<file path="src/rtl/arm_fetch_decode_pkg.sv">
// Shared definitions for the ARM-subset front end: opcodes, addressing modes,
// instruction field positions and the ID-stage control bundle.
package arm_fetch_decode_pkg;

    localparam logic [3:0] OP_AND = 4'b0000;
    localparam logic [3:0] OP_EOR = 4'b0001;
    localparam logic [3:0] OP_SUB = 4'b0010;
    localparam logic [3:0] OP_RSB = 4'b0011;
    localparam logic [3:0] OP_ADD = 4'b0100;
    localparam logic [3:0] OP_ADC = 4'b0101;
    localparam logic [3:0] OP_SBC = 4'b0110;
    localparam logic [3:0] OP_RSC = 4'b0111;
    localparam logic [3:0] OP_TST = 4'b1000;
    localparam logic [3:0] OP_TEQ = 4'b1001;
    localparam logic [3:0] OP_CMP = 4'b1010;
    localparam logic [3:0] OP_CMN = 4'b1011;
    localparam logic [3:0] OP_ORR = 4'b1100;
    localparam logic [3:0] OP_MOV = 4'b1101;
    localparam logic [3:0] OP_BIC = 4'b1110;
    localparam logic [3:0] OP_MVN = 4'b1111;

    localparam logic [1:0] AM_IMM    = 2'b00;
    localparam logic [1:0] AM_LS_IMM = 2'b01;
    localparam logic [1:0] AM_REG    = 2'b11;

    // Instruction field positions
    localparam int unsigned CLASS_HI  = 27;
    localparam int unsigned CLASS_LO  = 26;
    localparam int unsigned IMM_BIT   = 25;
    localparam int unsigned LINK_BIT  = 24;
    localparam int unsigned OP_HI     = 24;
    localparam int unsigned OP_LO     = 21;
    localparam int unsigned UP_BIT    = 23;
    localparam int unsigned BYTE_BIT  = 22;
    localparam int unsigned S_L_BIT   = 20;

    localparam logic [1:0] CLASS_DP = 2'b00;
    localparam logic [1:0] CLASS_LS = 2'b01;
    localparam logic [2:0] CLASS_BR = 3'b101;

    typedef struct packed {
        logic [3:0] alu_op;
        logic       load;
        logic       mem_write;
        logic [1:0] am;
        logic       store_cc;
        logic       b;
        logic       bl;
        logic       mem_size;
        logic       mem_e;
        logic       rf_e;
    } ctrl_t;

    // TST, TEQ, CMP and CMN only set flags and never write a register
    function automatic logic is_compare(input logic [3:0] op);
        return op[3:2] == 2'b10;
    endfunction

endpackage

</file>
<file path="src/rtl/arm_ctrl_decoder.sv">
// Combinational ID-stage control decoder; the condition field is ignored and
// an all-zero word decodes as NOP.
module arm_ctrl_decoder
    import arm_fetch_decode_pkg::*;
(
    input  logic [31:0] instruction,
    output ctrl_t       ctrl
);

    logic [3:0] opcode;
    logic [1:0] iclass;

    assign opcode = instruction[OP_HI:OP_LO];
    assign iclass = instruction[CLASS_HI:CLASS_LO];

    always_comb begin
        ctrl = '0;
        if (instruction != 32'h0) begin
            if (iclass == CLASS_DP) begin
                ctrl.alu_op   = opcode;
                ctrl.store_cc = instruction[S_L_BIT] | is_compare(opcode);
                ctrl.rf_e     = ~is_compare(opcode);
                ctrl.am       = instruction[IMM_BIT] ? AM_IMM : AM_REG;
            end else if (iclass == CLASS_LS) begin
                ctrl.mem_e     = 1'b1;
                ctrl.load      = instruction[S_L_BIT];
                ctrl.mem_write = ~instruction[S_L_BIT];
                ctrl.rf_e      = instruction[S_L_BIT];
                ctrl.mem_size  = instruction[BYTE_BIT];
                ctrl.alu_op    = instruction[UP_BIT] ? OP_ADD : OP_SUB;
                ctrl.am        = instruction[IMM_BIT] ? AM_REG : AM_LS_IMM;
            end else if (instruction[CLASS_HI:IMM_BIT] == CLASS_BR) begin
                ctrl.b      = 1'b1;
                ctrl.bl     = instruction[LINK_BIT];
                ctrl.rf_e   = instruction[LINK_BIT];
                ctrl.alu_op = OP_ADD;
            end
        end
    end

endmodule

</file>
<file path="src/rtl/arm_fetch_decode.sv">
// Pipeline front end: PC, byte-wide big-endian instruction ROM with preload port,
// IF/ID register, control decoder and hazard bubble mux.
module arm_fetch_decode
    import arm_fetch_decode_pkg::*;
#(
    parameter int unsigned ROM_BYTES = 256,
    parameter int unsigned PC_STEP   = 4
) (
    input  logic        clk,
    input  logic        reset,
    input  logic        pc_en,
    input  logic        ifid_en,
    input  logic        nop_sel,
    input  logic        load_we,
    input  logic [7:0]  load_addr,
    input  logic [7:0]  load_data,
    output logic [7:0]  pc,
    output logic [31:0] instruction,
    output logic [3:0]  alu_op,
    output logic        id_load,
    output logic        id_mem_write,
    output logic [1:0]  id_am,
    output logic        store_cc,
    output logic        id_b,
    output logic        id_bl,
    output logic        id_mem_size,
    output logic        id_mem_e,
    output logic        rf_e
);

    localparam logic [7:0] PcInc = 8'(PC_STEP);

    logic [7:0]  mem [ROM_BYTES];
    logic [7:0]  pc_q;
    logic [31:0] instr_q;
    logic [31:0] rom_word;
    ctrl_t       ctrl_dec;
    ctrl_t       ctrl_out;

    // Preload port is deliberately independent of reset
    always_ff @(posedge clk) begin
        if (load_we) begin
            mem[load_addr] <= load_data;
        end
    end

    // 8-bit adds wrap byte addresses modulo 256
    assign rom_word = {mem[pc_q], mem[pc_q + 8'd1], mem[pc_q + 8'd2], mem[pc_q + 8'd3]};

    always_ff @(posedge clk) begin
        if (!reset) begin
            pc_q    <= 8'h00;
            instr_q <= 32'h0;
        end else begin
            if (pc_en) begin
                pc_q <= pc_q + PcInc;
            end
            if (ifid_en) begin
                instr_q <= rom_word;
            end
        end
    end

    arm_ctrl_decoder u_decoder (
        .instruction (instr_q),
        .ctrl        (ctrl_dec)
    );

    assign ctrl_out = nop_sel ? '0 : ctrl_dec;

    assign pc           = pc_q;
    assign instruction  = instr_q;
    assign alu_op       = ctrl_out.alu_op;
    assign id_load      = ctrl_out.load;
    assign id_mem_write = ctrl_out.mem_write;
    assign id_am        = ctrl_out.am;
    assign store_cc     = ctrl_out.store_cc;
    assign id_b         = ctrl_out.b;
    assign id_bl        = ctrl_out.bl;
    assign id_mem_size  = ctrl_out.mem_size;
    assign id_mem_e     = ctrl_out.mem_e;
    assign rf_e         = ctrl_out.rf_e;

endmodule

</file>
<file path="config.mk">
export PLATFORM = sky130hd
export DESIGN_NAME = arm_fetch_decode
export DESIGN_NICKNAME = d
export VERILOG_FILES = /design/src/rtl/arm_fetch_decode_pkg.sv /design/src/rtl/arm_ctrl_decoder.sv /design/src/rtl/arm_fetch_decode.sv
export SDC_FILE = /design/constraint.sdc
export NUM_CORES = 2
export LEC_CHECK = 0
export BUFFER_PORTS_ARGS = -buffer_cell sky130_fd_sc_hd__buf_2
export CAP_MARGIN = 20
export CORE_MARGIN = 2
export CORE_UTILIZATION = 40
export DETAILED_ROUTE_END_ITERATION = 8
export MAX_ROUTING_LAYER = met4
export PLACE_DENSITY = 0.57
export SLEW_MARGIN = 20
export SYNTH_ARGS = -nofsm -noshare
export SYNTH_HDL_FRONTEND = slang
export SYNTH_HIERARCHICAL = 1
export SYNTH_SLANG_ARGS = --single-unit
</file>
<file path="constraint.sdc">
create_clock -name clk -period 5.8 [get_ports clk]
set_input_delay 0.29 -clock clk [delete_from_list [all_inputs] [get_ports clk]]
set_output_delay 0.29 -clock clk [all_outputs]
set_load 0.02 [all_outputs]
</file>
Word-level counts from Yosys, hierarchy flattened
Memory sizes are Yosys's and may differ from the RTL's. A register that Yosys moved wholly into a read port is not among the register bits. Index checks and enable logic that the tools add are counted.

Flip-flop bits (word level): 8. Output and inout bits: 54. Word-level logic and storage cells: 39. Bits of input ports: 22. Bits in writable memories: 2048. Memories: 1.

Equal/unequal tests: 3. Reduce and logical (&&, ||, !) cells: 6. Multiplexer cells: 21. Add/sub/neg operators: 4. Bitwise operators: 3.

Memory list: mem (words 256, width 8, read ports 4, clocked after memory_dff 4, write ports 1, RTL line arm_fetch_decode.sv:33) `logic [7:0] mem [ROM_BYTES];`.

Operators with widths (count): $reduce_bool A32 Y1 (1); $mux W14 (2); $add A8 B2 Y8 const B (2); $mux W4 (4); $mux W2 (7); $add A8 B1 Y8 const B (1); $add A8 B3 Y8 const B (1); $mux W1 (6); $mux W3 (2); $logic_not A1 Y1 (4); $eq A3 B3 Y1 const B (1); $eq A2 B1 Y1 const B (1); $eq A2 B2 Y1 const B (1); $logic_not A2 Y1 (1); $not A1 Y1 (2); $or A1 B1 Y1 (1).

Depth between registers and ports, before layout
Word-level depth: 6. Depth in mapped cells: 12.

Cells and area by module
Netlist, hierarchy kept.

By module, submodules not included: arm_fetch_decode (cells an instance 3936, times used 1, seq. area each 62259.7 um2, area an instance 81031.5 um2); arm_ctrl_decoder (cells an instance 34, times used 1, seq. area each 0.0 um2, area an instance 265.3 um2).

Worst setup path before layout
No wires, ideal clock.

Path type: flip-flop to flip-flop. Start point: register pc_q[2] (netlist: pc[2]). End point: register instr_q[14] (netlist: instruction[14]), read port of mem. Slack: 3412 ps. Cell stages (with the launch flop): 10. Data arrival time: 2266 ps. Path buffers: 4. Period minus slack after synthesis: 2388 ps. Cells stage by stage: dfxtp_1 > buf_6 > buf_4 > buf_6 > buf_2 > mux2i_1 > o22ai_1 > a2111oi_2 > a21oi_1 > a221o_1.

Word-level cells in the longest chain between the ends: 1.

Ends and longest elaborated chain: from (decl) (RTL line arm_fetch_decode.sv:34) `logic [7:0] pc_q;`; from (signal assigned) (RTL line arm_fetch_decode.sv:56) `pc_q <= pc_q + PcInc;`; $add A8 B2 Y8 (RTL line arm_fetch_decode.sv:48) `assign rom_word = {mem[pc_q], mem[pc_q + 8'd1], mem[pc_q + 8'd2], mem[pc_q + 8'd3]};`; to (decl) (RTL line arm_fetch_decode.sv:35) `logic [31:0] instr_q;`.

Every way passes these cells. A chain may end at the register's enable or synchronous reset.

Final worst setup path
Start point: register pc_q[2] (netlist: pc[2]). End point: register instr_q[4] (netlist: instruction[4]), read port of mem.

The elaborated chain is that of the path after synthesis.

==> results by group <==
Outcome
  • Status: finished, final reports clean

Timing
  • Final worst slack: 1.982 ns
  • RSZ-0062 raised after global routing: false
  • Final period util: 65.83%
  • Fin crit period: 3.818 ns
  • Setup TNS: 0 ns
  • Final setup violation count: 0
  • Max Clock Skew: 0.04221 ns
  • Worst-Margin Slew: 1.240 ns
  • Max-slew violations: 0
  • Final Hold Viols: 0
  • Max Clock Freq: 0.2619 GHz
  • Slew margin rel.: 17.16%

Cells and area
  • # fillers: 16.96k
  • Most frequent cells in the layout: edfxtp_1 (2,048), mux4_2 (423), mux2i_1 (284)
  • Final Util: 45.30%
  • Register Area: 0.06228 mm^2
  • Share of cells above drive strength 1: 22.38%
  • Commonest non-fill, non-tap cell in the layout: edfxtp_1
  • Footprint of the multi-input gates: 0.01772 mm^2
  • Nets: 4,158
  • Area grow syn2layout: 12.63%

Setup path
  • Crit. End Element: register
  • Crit path cell chain: buf_4, mux4_2, nor2b_1, a211oi_1, a211oi_1, a221o_1
  • Worst path required time: 6.52 ns
  • Worst-path fanout max: 36
  • Worst path bufs/invs: 1
  • CP Depth: 6
  • Worst Setup SP: pc[2]
  • Worst path arrival time: 4.54 ns
  • Startpoint types: register
  • Max stage delay on crit path: 0.87 ns
  • Worst r2r src: pc[2]
  • Most used cell, CP: a211oi_1
  • CP endpoint: instruction[4]
  • CP Class: reg -> reg
  • R2r setup slk: 1.98 ns
  • Family with the most delay on the worst path: compound AO/OA/AOI/OAI gates
  • R2r worst-path depth: 6
  • R2R Path End: instruction[4]
  • Slowest CP cell: dfxtp_4

Placement
  • Routability Congestion: 0.8498
  • IO buf count: 73
  • Placement Setup Slack: 2.036 ns
  • Post-DP HPWL: 138.2 mm

GRT
  • Number of global-route vias before repair: 40.63k
  • Largest net degree at the start of global routing: 169
  • Gr ovfl total: 0
  • Initial antenna violation count: 11
  • Total GRT Usage: 22.60%
  • First-pass GRT wire length: 320.7 mm

Power
  • Pleak: 27.59 nW
  • PD cells: 347.1 mW/mm^2
  • Maximum VDD drop: 0.0002603 V

Route
  • WL final: 228.2 mm
  • DRC: 0
  • DRT Pass-1 Iters: 6
  • Final ANT Viol Nets: 0
  • Routed vias/inst: 5.891
  • Initial drt markers: 5,071
  • Vias: 41.19k
  • Drt wl/cell: 32.63 um

Yosys
  • Sequential area share after synthesis: 76.58%
  • Number of synthesized flops with an enable pin: 2,048
  • Ys async rst share: 0%
  • Cells after Synth: 3,970
  • Syn. warnings: 6
  • Synth Flop Type: edfxtp_1
  • Synthesized area: 0.08130 mm^2
  • Synth Register Bits: 2,086
  • Library cells used by synthesis: 60
  • Yosys top cell by area: edfxtp_1
  • Synth Area per Inst: 20.48 um^2
  • Yosys top cell area share: 75.65%
  • Dominant cells by area after synthesis: edfxtp_1 (76%), mux4_2 (12%), mux2i_1 (3.5%), nor2_1 (1.2%), dfxtp_1 (0.94%)

Clock tree
  • Root Buffer: clkbuf_16
  • CTS tree: built
  • Clock sink count: 2,086
  • Worst-Skew Late Latency: 0.86 ns
  • Num CTS Buffers: 210
  • Clock slew at reported path FFs: 0.06 ns
  • H-Tree Depth: 4
  • Longest Clk Path Bufs: 3
  • # resized after CTS: 0

Die
  • I/O Pins: 76
  • Vert. Die Dim: 454.8 um
  • Number of cell rows: 165
  • Die Footprint: 0.2069 mm^2
  • Die width: 454.8 um
  • Initial Util: 40.22%
  • Core ar.: 0.2021 mm^2

Hold path
  • Hold/Removal Path Class: in -> reg

Run
  • Max_cap viols: 0
==> registers in the layout, indices dropped and copies added (netlist names) <==
name / flops
pc: 6
mem: 2048
instruction: 32
==> cells in the mapped netlist, types with 12 or more instances <==
| master | count |
|---|---|
| o21ai_1 | 15 |
| a221o_1 | 21 |
| nand2b_1 | 12 |
| a22oi_1 | 31 |
| nand2_1 | 116 |
| a211oi_1 | 28 |
| a221oi_1 | 40 |
| nand3_1 | 50 |
| nor2b_1 | 44 |
| o22ai_1 | 28 |
| mux2_2 | 19 |
| dfxtp_1 | 38 |
| o21ai_0 | 23 |
| mux2i_1 | 284 |
| buf_6 | 24 |
| o221ai_1 | 22 |
| buf_2 | 64 |
| clkbuf_1 | 82 |
| buf_1 | 13 |
| a21oi_1 | 93 |
| o211ai_1 | 20 |
| nor2_1 | 268 |
| and2_1 | 15 |
| buf_4 | 53 |
| mux4_2 | 423 |
| edfxtp_1 | 2048 |
==> what timing repair did <==
item / CTS / global route
hold buffers: 4 / 0
endpoints found under the hold margin: 14 / 0
setup buffers: 0 / 0
==> stage by stage <==
stage	hold WS, ns	instance area (um^2)	power, W	instances
3_5_place_dp	0.5870	84830	0.01887	6590
2_1_floorplan	0.3889	81300	0.01809	3971
6_report	0.03365	91570	0.03179	6992
4_1_cts	0.03235	91540	0.03193	6983
5_1_grt	0.05832	91560	0.03258	6990
3_3_place_gp	0.5870	84810	0.01885	6589
==> metal layers <==
layer | up-vias | part of all wire [%] | track usage (%)
li1 | 16760 | - | -
met1 | 22390 | 43 | 31.40
met2 | 1693 | 47 | 34.11
met3 | 345 | 7.1 | 3.800
met4 | 0 | 3.3 | 7.378
met5 | - | 0 | -
==> power by group <==
group          internal (W)  switching [W]  leakage (nW)
registers            0.0166      0.0000834          18.7
clock network       0.00742        0.00583          3.25
logic              0.000708        0.00115          5.62
total                0.0247        0.00706          27.6
==> logic make-up (layout without fill, tap and decap cells) <==
family,after synthesis,count (layout),share of synthesized area (%)
other,1,10,0.004613
buffers and inverters,243,584,1.742
multiplexers,726,726,15.48
AND/OR/NAND/NOR,548,548,2.978
AO/OA/AOI/OAI,361,361,3.155
flip-flops,2086,2086,76.58
XOR/XNOR,4,4,0.04310
adder cells (fa/ha/maj),1,1,0.01539
==> worst min path at each step <==
stage | from | endpoint | slack, ns | cells after the start
CTS | load_data[1] | mem[155][1] | 0.03 | 1
global route | load_data[1] | mem[214][1] | 0.06 | 1
detailed placement | instruction[0] | instruction[0] | 0.59 | 3
finish | load_data[1] | mem[214][1] | 0.03 | 1
floorplan | load_data[0] | mem[0][0] | 0.39 | 0
global placement | instruction[11] | instruction[11] | 0.59 | 2
==> final cells by class <==
cell class / instances / share of cell area [%]
Antenna cell: 8 / 0.02186
Clock buffer: 277 / 6.148
Clock inverter: 112 / 1.131
Inverter: 3 / 0.01230
Multi-Input combinational cell: 1642 / 19.36
Sequential cell: 2086 / 68.01
Tap cell: 2672 / 3.651
Timing Repair Buffer: 192 / 1.664
==> worst register-to-register path: cells and delay by family (launching register included) <==
kind	cells	cell delay, ns
AOI/OAI and AO/OA	3	1.27
buffers and inverters	1	0.76
DFF	1	0.87
muxes	1	0.66
and+or+nand+nor	1	0.16
(Power assumes the default switching activity.)
